===== src/rtl/decode_pkg.sv =====
// Shared opcode, writeback-select and state definitions for the decode sequencer.
// Opcodes are the top five bits of the instruction word.
package decode_pkg;

  localparam logic [4:0] OP_NOP  = 5'b00000;
  localparam logic [4:0] OP_CALL = 5'b00001;
  localparam logic [4:0] OP_CMPR = 5'b00010;
  localparam logic [4:0] OP_CMPI = 5'b00011;
  localparam logic [4:0] OP_JMPR = 5'b00100;
  localparam logic [4:0] OP_JMPI = 5'b00101;
  localparam logic [4:0] OP_RTN  = 5'b11100;
  localparam logic [4:0] OP_STP  = 5'b11111;

  // ALU-style families: base pattern plus a mask of the bits that must match
  localparam logic [4:0] OP_ADD  = 5'b01000;
  localparam logic [4:0] OP_SUB  = 5'b01010;
  localparam logic [4:0] OP_MAS  = 5'b01100;
  localparam logic [4:0] OP_MOV  = 5'b01110;
  localparam logic [4:0] OP_LSX  = 5'b11000;
  localparam logic [4:0] OPM_PAIR = 5'b11110;
  localparam logic [4:0] OPM_LSX  = 5'b11101;

  localparam logic [2:0] GM_ALU = 3'b100;
  localparam logic [2:0] GM_MAS = 3'b101;
  localparam logic [2:0] GM_RS  = 3'b000;
  localparam logic [2:0] GM_N   = 3'b010;

  typedef enum logic [1:0] {
    ST_IDLE,
    ST_FETCH,
    ST_EXEC,
    ST_HALT
  } state_e;

  typedef enum logic [3:0] {
    CL_NOP,
    CL_CALL,
    CL_CMPR,
    CL_CMPI,
    CL_JMPR,
    CL_JMPI,
    CL_RTN,
    CL_ALU,
    CL_MAS,
    CL_MOV,
    CL_HALT
  } op_class_e;

  function automatic op_class_e classify(input logic [4:0] op);
    op_class_e cls;
    cls = CL_HALT;
    if (((op & OPM_PAIR) == OP_ADD) || ((op & OPM_PAIR) == OP_SUB) ||
        ((op & OPM_LSX) == OP_LSX)) begin
      cls = CL_ALU;
    end else if ((op & OPM_PAIR) == OP_MAS) begin
      cls = CL_MAS;
    end else if ((op & OPM_PAIR) == OP_MOV) begin
      cls = CL_MOV;
    end else begin
      case (op)
        OP_NOP:  cls = CL_NOP;
        OP_CALL: cls = CL_CALL;
        OP_CMPR: cls = CL_CMPR;
        OP_CMPI: cls = CL_CMPI;
        OP_JMPR: cls = CL_JMPR;
        OP_JMPI: cls = CL_JMPI;
        OP_RTN:  cls = CL_RTN;
        OP_STP:  cls = CL_HALT;
        default: cls = CL_HALT;
      endcase
    end
    return cls;
  endfunction

endpackage


===== src/rtl/decode_sequencer_return_stack.sv =====
// Hardware return stack for CALL/RTN: pointer-based LIFO with full/empty flags.
// Push on full and pop on empty are ignored here; the sequencer records them.
module return_stack
  import decode_pkg::*;
#(
  parameter int DW       = 16,
  parameter int RS_DEPTH = 8
) (
  input  logic          clk,
  input  logic          reset,
  input  logic          push,
  input  logic          pop,
  input  logic [DW-1:0] push_data,
  output logic [DW-1:0] top,
  output logic          full,
  output logic          empty
);

  localparam int AW = $clog2(RS_DEPTH);

  logic [AW:0]   r_cnt;
  logic [DW-1:0] r_mem [RS_DEPTH];
  logic [AW-1:0] w_wr_idx;
  logic [AW-1:0] w_top_idx;
  logic          w_do_push;
  logic          w_do_pop;

  assign w_wr_idx  = r_cnt[AW-1:0];
  assign w_top_idx = w_wr_idx - AW'(1);
  assign full      = (r_cnt == (AW+1)'(RS_DEPTH));
  assign empty     = (r_cnt == '0);
  assign top       = r_mem[w_top_idx];
  assign w_do_push = push && !full;
  assign w_do_pop  = pop && !empty;

  always_ff @(posedge clk or posedge reset) begin
    if (reset) begin
      r_cnt <= '0;
    end else if (w_do_push) begin
      r_cnt <= r_cnt + (AW+1)'(1);
    end else if (w_do_pop) begin
      r_cnt <= r_cnt - (AW+1)'(1);
    end
  end

  // Storage is not reset: an empty pointer makes old contents unreachable
  always_ff @(posedge clk) begin
    if (w_do_push) begin
      r_mem[w_wr_idx] <= push_data;
    end
  end

endmodule


===== src/rtl/decode_sequencer.sv =====
// Fetch/execute sequencer: owns the PC, decodes each fetched word in a single
// EXEC cycle, drives datapath strobes and manages the internal return stack.
module decode_sequencer
  import decode_pkg::*;
#(
  parameter int              DW       = 16,
  parameter int              RS_DEPTH = 8,
  parameter int              SKW      = 2,
  parameter logic [DW-1:0]   RESET_PC = '0
) (
  input  logic          clk,
  input  logic          reset,
  input  logic [DW-1:0] instr,
  input  logic [DW-1:0] N,
  input  logic          instr_valid,
  input  logic          jump_cond,
  input  logic [DW-1:0] rddata,
  input  logic          resume,
  output logic          fetch_req,
  output logic [DW-1:0] fetch_addr,
  output logic [DW-1:0] pc,
  output logic          rd_wen,
  output logic [2:0]    giantmux_sel,
  output logic          halted,
  output logic          rs_overflow,
  output logic          rs_underflow
);

  state_e        r_state;
  state_e        w_next_state;
  logic [DW-1:0] r_pc;
  logic [DW-1:0] r_ir;
  logic [DW-1:0] r_nr;
  logic          r_ovf;
  logic          r_unf;

  logic [DW-1:0] w_next_pc;
  logic          w_push;
  logic          w_pop;
  logic          w_set_ovf;
  logic          w_set_unf;
  logic          w_rd_wen;
  logic [2:0]    w_gm_sel;

  logic [4:0]    w_op;
  op_class_e     w_cls;
  logic          w_imm;
  logic [DW-1:0] w_skip;
  logic [DW-1:0] w_pc1;
  logic [DW-1:0] w_pc2;
  logic [DW-1:0] w_pc_len;
  logic [DW-1:0] w_rs_top;
  logic          w_rs_full;
  logic          w_rs_empty;
  logic          w_unused_ir;

  // Two-word ALU forms are flagged by bit 11 of the instruction
  assign w_op        = r_ir[DW-1:DW-5];
  assign w_cls       = classify(w_op);
  assign w_imm       = r_ir[11];
  assign w_skip      = {{(DW-SKW){1'b0}}, r_ir[SKW-1:0]} + DW'(1);
  assign w_pc1       = r_pc + DW'(1);
  assign w_pc2       = r_pc + DW'(2);
  assign w_pc_len    = w_imm ? w_pc2 : w_pc1;
  assign w_unused_ir = ^r_ir;

  return_stack #(
    .DW       (DW),
    .RS_DEPTH (RS_DEPTH)
  ) u_rs (
    .clk       (clk),
    .reset     (reset),
    .push      (w_push),
    .pop       (w_pop),
    .push_data (w_pc2),
    .top       (w_rs_top),
    .full      (w_rs_full),
    .empty     (w_rs_empty)
  );

  always_ff @(posedge clk or posedge reset) begin
    if (reset) begin
      r_state <= ST_IDLE;
      r_pc    <= RESET_PC;
      r_ir    <= '0;
      r_nr    <= '0;
      r_ovf   <= 1'b0;
      r_unf   <= 1'b0;
    end else begin
      r_state <= w_next_state;
      r_pc    <= w_next_pc;
      if (r_state == ST_FETCH && instr_valid) begin
        r_ir <= instr;
        r_nr <= N;
      end
      if (w_set_ovf) r_ovf <= 1'b1;
      if (w_set_unf) r_unf <= 1'b1;
    end
  end

  always_comb begin
    w_next_state = r_state;
    w_next_pc    = r_pc;
    w_push       = 1'b0;
    w_pop        = 1'b0;
    w_set_ovf    = 1'b0;
    w_set_unf    = 1'b0;
    w_rd_wen     = 1'b0;
    w_gm_sel     = GM_RS;
    case (r_state)
      ST_IDLE: w_next_state = ST_FETCH;
      ST_FETCH: begin
        if (instr_valid) w_next_state = ST_EXEC;
      end
      ST_EXEC: begin
        w_next_state = ST_FETCH;
        case (w_cls)
          CL_NOP:  w_next_pc = w_pc1;
          CL_JMPR: w_next_pc = rddata;
          CL_JMPI: w_next_pc = r_nr;
          CL_CMPR: w_next_pc = jump_cond ? (w_pc1 + w_skip) : w_pc1;
          CL_CMPI: w_next_pc = jump_cond ? (w_pc2 + w_skip) : w_pc2;
          CL_CALL: begin
            // A full stack drops the return address but still takes the jump
            w_next_pc = r_nr;
            if (w_rs_full) w_set_ovf = 1'b1;
            else           w_push    = 1'b1;
          end
          CL_RTN: begin
            if (w_rs_empty) begin
              w_set_unf    = 1'b1;
              w_next_state = ST_HALT;
            end else begin
              w_pop     = 1'b1;
              w_next_pc = w_rs_top;
            end
          end
          CL_ALU: begin
            w_rd_wen  = 1'b1;
            w_gm_sel  = GM_ALU;
            w_next_pc = w_pc_len;
          end
          CL_MAS: begin
            w_rd_wen  = 1'b1;
            w_gm_sel  = GM_MAS;
            w_next_pc = w_pc_len;
          end
          CL_MOV: begin
            w_rd_wen  = 1'b1;
            w_gm_sel  = w_imm ? GM_N : GM_RS;
            w_next_pc = w_pc_len;
          end
          default: w_next_state = ST_HALT;
        endcase
      end
      ST_HALT: begin
        if (resume) begin
          w_next_pc    = w_pc1;
          w_next_state = ST_FETCH;
        end
      end
      default: w_next_state = ST_IDLE;
    endcase
  end

  assign fetch_req    = (r_state == ST_FETCH);
  assign fetch_addr   = r_pc;
  assign pc           = r_pc;
  assign rd_wen       = w_rd_wen;
  assign giantmux_sel = w_gm_sel;
  assign halted       = (r_state == ST_HALT);
  assign rs_overflow  = r_ovf;
  assign rs_underflow = r_unf;

endmodule


===== config.mk =====
export PLATFORM = sky130hd
export DESIGN_NAME = decode_sequencer
export DESIGN_NICKNAME = d
export VERILOG_FILES = /design/src/rtl/decode_pkg.sv /design/src/rtl/decode_sequencer_return_stack.sv /design/src/rtl/decode_sequencer.sv
export SDC_FILE = /design/constraint.sdc
export NUM_CORES = 1
export LEC_CHECK = 0
export ABC_AREA = 1
export CORE_MARGIN = 3
export CORE_UTILIZATION = 55
export CTS_BUF_LIST = sky130_fd_sc_hd__clkbuf_4
export CTS_CLUSTER_SIZE = 25
export DETAILED_ROUTE_END_ITERATION = 12
export PLACE_DENSITY_LB_ADDON = 0.1
export SLEW_MARGIN = 20
export SYNTH_ARGS = -nofsm -noshare
export SYNTH_HDL_FRONTEND = slang
export SYNTH_SLANG_ARGS = --single-unit

===== constraint.sdc =====
create_clock -name clk -period 4.55 [get_ports clk]
set_clock_uncertainty 0.2 [all_clocks]
set_input_delay 0.91 -clock clk [delete_from_list [all_inputs] [get_ports clk]]
set_output_delay 0.91 -clock clk [all_outputs]
set_load 0.03 [all_outputs]

Yosys cells after proc, flatten, opt, wreduce, memory -nomap -nowiden
Memory sizes are Yosys's and may differ from the RTL's.
Cells that the tools add are included.
Word-level totals
  register bits after elaboration: 56
  bits in writable memories: 128
  bits in read-only memories: 128
  output and inout bits: 40
  word-level logic and storage cells: 92
  memories kept: 2
Memories
  (name not given): words 32, bits a word 4, rd ports 1, clocked after memory_dff 0, write ports 0, RTL line decode_pkg.sv:60  | case (op)
  u_rs.r_mem: words 8, bits a word 16, rd ports 1, clocked after memory_dff 0, write ports 1, RTL line decode_sequencer_return_stack.sv:22  | logic [DW-1:0] r_mem [RS_DEPTH];
Cells by class
  add/subtract/negate cells: 8
  equal/unequal tests: 22
  multiplexer cells: 36
  reduce and logical (&&, ||, !) cells: 17
Operator list (number)
  one-hot mux 16 bit (7 select lines): 1
  2-to-1 mux 16 bit: 5
  adder 16 x 3 -> 16 bit: 2
  equality test 4 x 3 -> 1 bit, second input constant: 8
  one-hot mux 16 bit (2 select lines): 1
  2-to-1 mux 4 bit: 5
  adder 16 x 1 -> 16 bit, second input constant: 1
  adder 16 x 2 -> 16 bit, second input constant: 1
  equality test 4 bit, second input constant: 4
  2-to-1 mux 1 bit: 16
  one-hot mux 3 bit (3 select lines): 1
  OR reduction 9 bit: 1
  equality test 4 x 2 -> 1 bit, second input constant: 2
  zero test 4 bit: 2
  2-to-1 mux 2 bit: 4
  inequality test 8 x 4 -> 1 bit, second input constant: 1
  one-hot mux 2 bit (4 select lines): 1
  adder 4 x 1 -> 4 bit, second input constant: 1
  equality test 2 bit, second input constant: 2
  equality test 4 x 1 -> 1 bit, second input constant: 1
  inequality test 2 bit, second input constant: 2
  one-hot mux 2 bit (2 select lines): 1
  AND reduction 4 bit: 1
  nonzero test 2 bit: 2
  13 further kinds: 17

Longest topological paths before layout
Gate-level depths: netlist of run 1.
  word-level depth: 10
  gate-level depth with buffers: 20
  mapped depth without buffers: 17

By module
From an unflattened synthesis of run 1, not the netlist that was laid out.
Unflattened totals
  cell total of the unflattened synthesis: 1235
  area, all modules: 10208.5 µm²
By module, submodules not included
  return_stack: times used 1, cells each 467, area an instance 5439.0 µm², seq. area each 3943.8 µm²
  decode_sequencer: times used 1, cells each 768, area an instance 4769.6 µm², seq. area each 1076.0 µm²

Worst setup path after synthesis of run 1
Ideal clock, no wire load.
  path kind: flip-flop to flip-flop
  from: register u_rs.r_cnt[0]
  to: memory u_rs.r_mem[0][0], enable pin
  setup time: 0.409 ns
  data arrival time: 2.782 ns
  required time: 3.941 ns
  setup slack: 1.159 ns
  stages on the path, launching flop included: 11
  buffers on the path: 3
  clock period less this slack: 3.391 ns
  cells stage by stage: dfrtp_1 clkbuf_1 inv_1 buf_2 buf_1 ha_1 inv_1 nor3_1 nor3_4 nand2_1 nor3_1
Between the ends
  word-level cells in the longest chain between the ends: 7
  elaborated cells between the ends (all ways): 8
  classes of those cells: eq/ne: 1; mux: 5; reduce/logical: 2
RTL lines
  from (decl): RTL line decode_sequencer_return_stack.sv:21  | logic [AW:0] r_cnt;
  from (signal assigned): RTL line decode_sequencer_return_stack.sv:40  | r_cnt <= r_cnt + (AW+1)'(1);
  from (signal assigned): RTL line decode_sequencer_return_stack.sv:42  | r_cnt <= r_cnt - (AW+1)'(1);
  equality test 4 bit: RTL line decode_sequencer_return_stack.sv:30  | assign full = (r_cnt == (AW+1)'(RS_DEPTH));
  2-to-1 mux 1 bit: RTL line decode_sequencer.sv:126  | if (w_rs_full) w_set_ovf = 1'b1;
  2-to-1 mux 1 bit: RTL line decode_sequencer.sv:117  | case (w_cls)
  2-to-1 mux 1 bit: RTL line decode_sequencer.sv:110  | case (r_state)
  logical AND 1 bit: RTL line decode_sequencer_return_stack.sv:33  | assign w_do_push = push && !full;
  2-to-1 mux 1 bit: RTL line decode_sequencer_return_stack.sv:48  | if (w_do_push) begin
  2-to-1 mux 1 bit (not written as such): RTL line decode_sequencer_return_stack.sv:49  | r_mem[w_wr_idx] <= push_data;
  to (decl): RTL line decode_sequencer_return_stack.sv:22
Parallel ways exist; a longest one is shown, timed or not.

Worst setup path after layout of run 1
  from: register r_ir[11]
  to: output port rd_wen
Between the ends
  word-level cells in the longest chain between the ends: 8
  elaborated cells between the ends (all ways): 12
  classes of those cells: eq/ne: 4; mux: 5; reduce/logical: 2; memory: 1
RTL lines
  from (decl): RTL line decode_sequencer.sv:32  | logic [DW-1:0] r_ir;
  from (signal assigned): RTL line decode_sequencer.sv:93  | r_ir <= instr;
  memory read (32 x 4 bit)
  2-to-1 mux 4 bit: RTL line decode_pkg.sv:57  | end else if ((op & OPM_PAIR) == OP_MOV) begin
  2-to-1 mux 4 bit: RTL line decode_pkg.sv:55  | end else if ((op & OPM_PAIR) == OP_MAS) begin
  2-to-1 mux 4 bit (*): RTL line decode_pkg.sv:52  | if (((op & OPM_PAIR) == OP_ADD) || ((op & OPM_PAIR) == OP_SUB) ||
  equality test 4 bit or equality test 4 x 3 -> 1 bit (tied branches): RTL line decode_sequencer.sv:117
  OR reduction 3 bit (no source line) (*)
  2-to-1 mux 1 bit (*): RTL line decode_sequencer.sv:117
  2-to-1 mux 1 bit (*): RTL line decode_sequencer.sv:110
  to (decl): RTL line decode_sequencer.sv:22  | output logic rd_wen,
Mark *: on every way between the ends. The rest lies on a longest branch, timed or not.

==> flow_summary.yaml, run 1 <==
outcome:
  status: "complete, no violations"
clock_tree:
  post_cts_resized: 0
  cts_hold_buf: 0
  path_clk_slew_ns: 0.16
  clock_latency_ns: 0.59
  cts-root-buf: "clkbuf_4"
  cts_setup_buffers: 0
  cts_tree: "yes"
  h-tree-depth: 4
  cts_made_buffers: 17
  max-clock-path-buffers: 2
  clkSinkCount: 175
sta:
  finalHoldViolCount: 0
  post-route-min-period_ns: 3.683
  setup_tns_ns: 0
  fin_crit_sh_pct: 80.94
  report.final.setup_viol: 0
  drv_slew: 0
  worst_pin_slew_ns: 1.108
  relSlewSlack_pct: 25.98
  fin_ws_ns: 0.8673
  rsz0062_at_grt: "false"
  timing.fmax_ghz: 0.2715
power_and_ir_drop:
  switchingPower_mw: 3.398
  pwr-share-comb_pct: 54.2
  p_sw_share_pct: 48.98
  leakagePower_nw: 4.600
  p_per_area_nw_per_um2: 617.6
  intPower_mw: 3.540
  clock_power_share_pct: 12.3
  p_seq_share_pct: 33.5
  ir_worst_vdd_mv: 0.4573
finish:
  final_nets: 1337
  areaGrowthSynthToFinish_pct: 12.39
  drive_gt1_share_pct: 10.66
  final_util_pct: 64.06
placement:
  gp_congestion: 0.9393
  dp_slack_ns: 1.156
  dp_hpwl_mm: 18.02
  port_buffers: 83
floorplan:
  die_w_um: 140.8
  ioPinCount: 93
  initial_core_util_pct: 56.99
  die_area_um2: 19830
  core-area_um2: 17540
  die_height_um: 140.8
  rows: 48
hold_path:
  hp-start: "rs_overflow"
  hp-class: "flip-flop to flip-flop"
  hold_path_depth: 1
  holdPathEnd: "rs_overflow"
yosys:
  synth_area_leader_cell: "edfxtp_1"
  synth-edff-count: 128
  synth.distinct_cells: 44
  synth.most_common_cell: "nand2_1"
  ys_top_cells_by_area: "edfxtp_1 38%, nand2_1 15%, dfrtp_1 12%"
  syn_area_per_cell_um2: 8.329
  netlist_area_um2: 9995
  ys_warn_count: 0
  async_flop_share_pct: 26.86
  yosysSeqAreaShare_pct: 50.23
  syn_nets: 1273
  ys_ff_latch: 175
  synth_top_area_share_pct: 38.46
  syn_inst: 1200
  synth_ff_type: "edfxtp_1"
  synth_common_cells: "399 x nand2_1, 137 x nand3_1, 128 x edfxtp_1"
global_routing:
  grtUsageMet1_pct: 37.54
  grt_usage_pct: 26.87
  grt-ovfl-total: 0
  antenna_found_initial: 1
  grt_pass1_vias: 7873
  busiest_layer: "met2"
  use_met2_pct: 42.69
  grt_max_degree: 69
  grt_use_met3_pct: 4.342
  grt_pass1_wl_mm: 41.79
critical_path:
  worst_ep_arrival_time_ns: 2.57
  path_max_fanout: 8
  reg2reg_depth: 14
  critPathTopFamily: "buffers and inverters"
  cpMaxStageDelayCell: "clkdlybuf4s50_1"
  crit_buf_inv: 3
  required_ns: 3.44
  worstSetupPathType: "flip-flop to primary output"
  regToRegEndpoint: "fetch_addr[12]"
  reg2reg_slack_ns: 1.22
  r2r_start: "fetch_addr[1]"
  start_kind: "flip-flop"
  critPathMaxStageDelay_ns: 0.68
  cp_cell_sequence: "inv_2 > nand2_4 > o21ai_2 > inv_1 > nor2_1 > clkdlybuf4s50_1"
  endpoint_kind: "primary output"
flow_run:
  cap_viol_max_count: 0
drt:
  drc_errors: 0
  firstDrtPassIters: 5
  detail_route.iter0.violations: 753
  wl_per_cell_um: 17.32
  finalWirelength_mm: 26.02
  num_vias: 8360
  vias_per_cell: 5.566
  ant_nets: 0
## worst reg2reg max path, cell delays in order (launching register included)
cell and delay [ns]:
dfrtp_1 0.55, ha_1 0.53, ha_1 0.44, inv_1 0.06, o21ai_0 0.18, nand3_1 0.17
nor2_1 0.19, nand3_1 0.18, nor2_1 0.22, nand3_1 0.10, nand2_1 0.07, nand3_1 0.12
nand3_1 0.15, nand2_1 0.07, nand2_1 0.05
## cells by family after synthesis
family / after synthesis / synth area share [%]
XOR/XNOR: 9 / 0.7887
multiplexers: 11 / 1.239
adder cells (fa/ha/maj): 20 / 2.729
flip-flops: 175 / 50.23
AND/OR/NAND/NOR: 705 / 30.92
buffers and inverters: 164 / 7.311
AO/OA/AOI/OAI: 116 / 6.785
## state kept, by name, indices dropped and copies added, names as in the netlist
signal / cells
r_nr: 16
u_rs.r_cnt: 4
r_ir: 7
u_rs.r_mem: 128
fetch_addr: 16
rs_overflow: 1
rs_underflow: 1
r_state: 2
## final cells by class
type / instances / area (um2)
Tap cell: 225 / 281.5
Multi-Input combinational cell: 861 / 4292
Fill cell: 1540 / 6304
Sequential cell: 175 / 5021
Antenna cell: 1 / 2.502
Clock inverter: 14 / 131.4
Inverter: 107 / 404.1
Timing Repair Buffer: 102 / 973.4
Clock buffer: 17 / 127.6
## routing by layer
metal	part of all wire, %	vias to the layer above
met1	44	3919
met3	6.3	44
met2	47	292
met5	0	-
met4	2.6	0
li1	-	4105
## worst max path at each step
stage	startpoint	to	slack [ns]	cells past startpoint
floorplan	u_rs.r_cnt[0]	u_rs.r_mem[0][0]	1.16	10
global placement	jump_cond	fetch_addr[10]	1.16	10
detailed placement	jump_cond	fetch_addr[12]	1.16	10
CTS	r_ir[11]	rd_wen	0.85	6
global route	r_ir[11]	rd_wen	0.70	6
finish	r_ir[11]	rd_wen	0.87	6
## cell usage in the layout, fill, tap and decap left out, types with 19 or more instances in the layout
cell	Yosys	layout
inv_1	91	89
dfrtp_1	47	46
nor2_1	90	90
buf_4	21	19
edfxtp_1	128	128
clkdlybuf4s50_1	0	83
o21ai_0	34	34
nand3_1	137	137
nand2_1	399	399
a21oi_1	48	48
nand4_1	22	22
## metrics by stage
| step | hold WS (ns) | instances | power, mW | instance area [um2] |
|---|---|---|---|---|
| 5_1_grt | 0.3083 | 1502 | 7.439 | 11230 |
| 4_1_cts | 0.2806 | 1501 | 6.924 | 11230 |
| 3_3_place_gp | 0.2489 | 1470 | 6.006 | 10970 |
| 6_report | 0.2765 | 1502 | 6.938 | 11230 |
| 3_5_place_dp | 0.2476 | 1470 | 6.074 | 10970 |
| 2_1_floorplan | 0.2781 | 1200 | 5.041 | 9995 |
## power groups by stage
stage / clock network, mW / logic [mW] / registers, mW
after global placement: 0 / 3.65 / 2.35
after detailed placement: 0 / 3.72 / 2.35
final: 0.853 / 3.76 / 2.32
after global routing: 0.940 / 4.14 / 2.36
after CTS: 0.867 / 3.74 / 2.32
after floorplan: 0 / 2.64 / 2.40
No activity file was read; power rests on OpenSTA's default activity.
==> run 2: changes to the inputs <==
==> constraint.sdc (replaced) <==
create_clock -name clk -period 3.7 [get_ports clk]
set_clock_uncertainty 0.2 [all_clocks]
set_input_delay 0.74 -clock clk [delete_from_list [all_inputs] [get_ports clk]]
set_output_delay 0.74 -clock clk [all_outputs]
set_load 0.03 [all_outputs]
==> run 2 against run 1 <==
Effect of this change:
- combinational power is 24% higher
- clock-buffer cell count is 1 higher
- non-clock buffer count is 8 higher
- global-route usage decreased by 0.41 points
- clock power grew 29%
==> flow_summary.yaml, run 2 (synthesis results as in run 1) <==
drt:
  drc_errors: 0
  drt-met1-wl_mm: 11.30
  topRoutingLayerUsed: "met5"
  wl_met2_mm: 12.32
  finalWirelength_mm: 26.03
  ant_nets: 0
  dr_wl_met3_mm: 1.877
  num_vias: 8358
  detail_route.iter0.violations: 647
  vias_per_cell: 5.531
  wl_per_cell_um: 17.23
  firstDrtPassIters: 5
critical_path:
  worstSetupPathType: "flip-flop to primary output"
  r2r_start: "fetch_addr[2]"
  path_max_fanout: 8
  regToRegEndpoint: "fetch_addr[12]"
  reg2reg_slack_ns: 0.51
  endpoint_kind: "primary output"
  reg2reg_depth: 14
  worst_ep_arrival_time_ns: 2.54
  start_kind: "flip-flop"
  required_ns: 2.76
floorplan:
  initial_core_util_pct: 56.99
  ioPinCount: 93
  rows: 48
  die_w_um: 140.8
  die_area_um2: 19830
  core-area_um2: 17540
  die_height_um: 140.8
global_routing:
  grt-ovfl-total: 0
  grt_usage_pct: 26.46
  grt_pass1_wl_mm: 40.87
  grt_pass1_vias: 7637
  antenna_found_initial: 2
  grt_max_degree: 69
hold_path:
  hp-start: "rs_overflow"
  hold_path_depth: 1
  hp-class: "flip-flop to flip-flop"
  holdPathEnd: "rs_overflow"
clock_tree:
  cts_setup_buffers: 0
  path_clk_slew_ns: 0.15
  clock_latency_ns: 0.57
  clkSinkCount: 175
  cts_made_buffers: 17
  cts-root-buf: "clkbuf_4"
  max-clock-path-buffers: 2
  cts_hold_buf: 0
  h-tree-depth: 4
  post_cts_resized: 0
  cts_tree: "yes"
flow_run:
  cap_viol_max_count: 0
placement:
  dp_slack_ns: 0.4541
  gp_congestion: 0.9437
  dp_hpwl_mm: 18.01
  port_buffers: 83
finish:
  mostFrequentLayoutCell: "nand2_1"
  drive_gt1_share_pct: 11.21
  layout_common_cells: "399 x nand2_1, 137 x nand3_1, 128 x edfxtp_1"
  largest_reg_flops: 128
  final_nets: 1345
  areaGrowthSynthToFinish_pct: 13.53
  largest_register: "u_rs.r_mem"
sta:
  finalHoldViolCount: 0
  fin_crit_sh_pct: 94.15
  fin_ws_ns: 0.2165
  timing.fmax_ghz: 0.2871
  drv_slew: 0
  relSlewSlack_pct: 37.77
  worst_pin_slew_ns: 0.9312
  setup_tns_ns: 0
  rsz0062_at_grt: "false"
  post-route-min-period_ns: 3.483
  report.final.setup_viol: 0
power_and_ir_drop:
  ir_worst_vdd_mv: 0.7356
  leakagePower_nw: 4.657
  p_per_area_nw_per_um2: 759.4
outcome:
  status: "complete, no violations"
==> run 2: metal layers <==
layer  vias up  GRT usage (%)
met5         -              0
met4         2          7.904
met3        45          4.715
met2       312          42.77
met1      3883          36.82
li1       4116              -
==> run 2: how the worst max path moves through the flow <==
| stage | cells after the start | startpoint | to | slack, ns |
|---|---|---|---|---|
| floorplan | 10 | u_rs.r_cnt[0] | u_rs.r_mem[0][0] | 0.31 |
| global placement | 10 | jump_cond | fetch_addr[10] | 0.49 |
| detailed placement | 10 | jump_cond | fetch_addr[10] | 0.45 |
| CTS | 6 | r_ir[11] | rd_wen | 0.18 |
| global route | 6 | r_ir[11] | rd_wen | 0.08 |
| finish | 6 | r_ir[11] | rd_wen | 0.22 |
==> run 2: final cells by class <==
type,count,area [um2]
Tap cell,225,281.5
Clock inverter,14,152.6
Multi-Input combinational cell,861,4292
Sequential cell,175,5021
Fill cell,1515,6190
Timing Repair Buffer,110,1059
Antenna cell,1,2.502
Clock buffer,18,135.1
Inverter,107,404.1
==> run 2: where the power goes <==
group / internal [mW] / total, mW / switching (mW) / leakage, nW
registers: 2.55 / 2.85 / 0.300 / 1.72
clock network: 0.418 / 1.10 / 0.685 / 0.149
logic: 1.50 / 4.67 / 3.17 / 2.79
==> run 2: worst max-delay path: stages (launching register included) <==
cell and delay [ns]:
dfrtp_1 0.48, inv_2 0.19, nand2_4 0.09, o21ai_2 0.26
inv_1 0.16, nor2_1 0.11, clkdlybuf4s50_1 0.67
==> run 2: through the flow <==
| stage | utilization, % | total power, mW | area (um2) | std cells | hold WS [ns] |
|---|---|---|---|---|---|
| after global routing | 64.70 | 9.260 | 11350 | 1511 | 0.3156 |
| after CTS | 64.69 | 8.606 | 11340 | 1510 | 0.2874 |
| final | 64.70 | 8.617 | 11350 | 1511 | 0.2821 |
| after floorplan | - | 6.199 | 9995 | 1200 | 0.2781 |
| after global placement | 63.05 | 7.425 | 11060 | 1478 | 0.2493 |
| after detailed placement | 63.05 | 7.489 | 11060 | 1478 | 0.2475 |
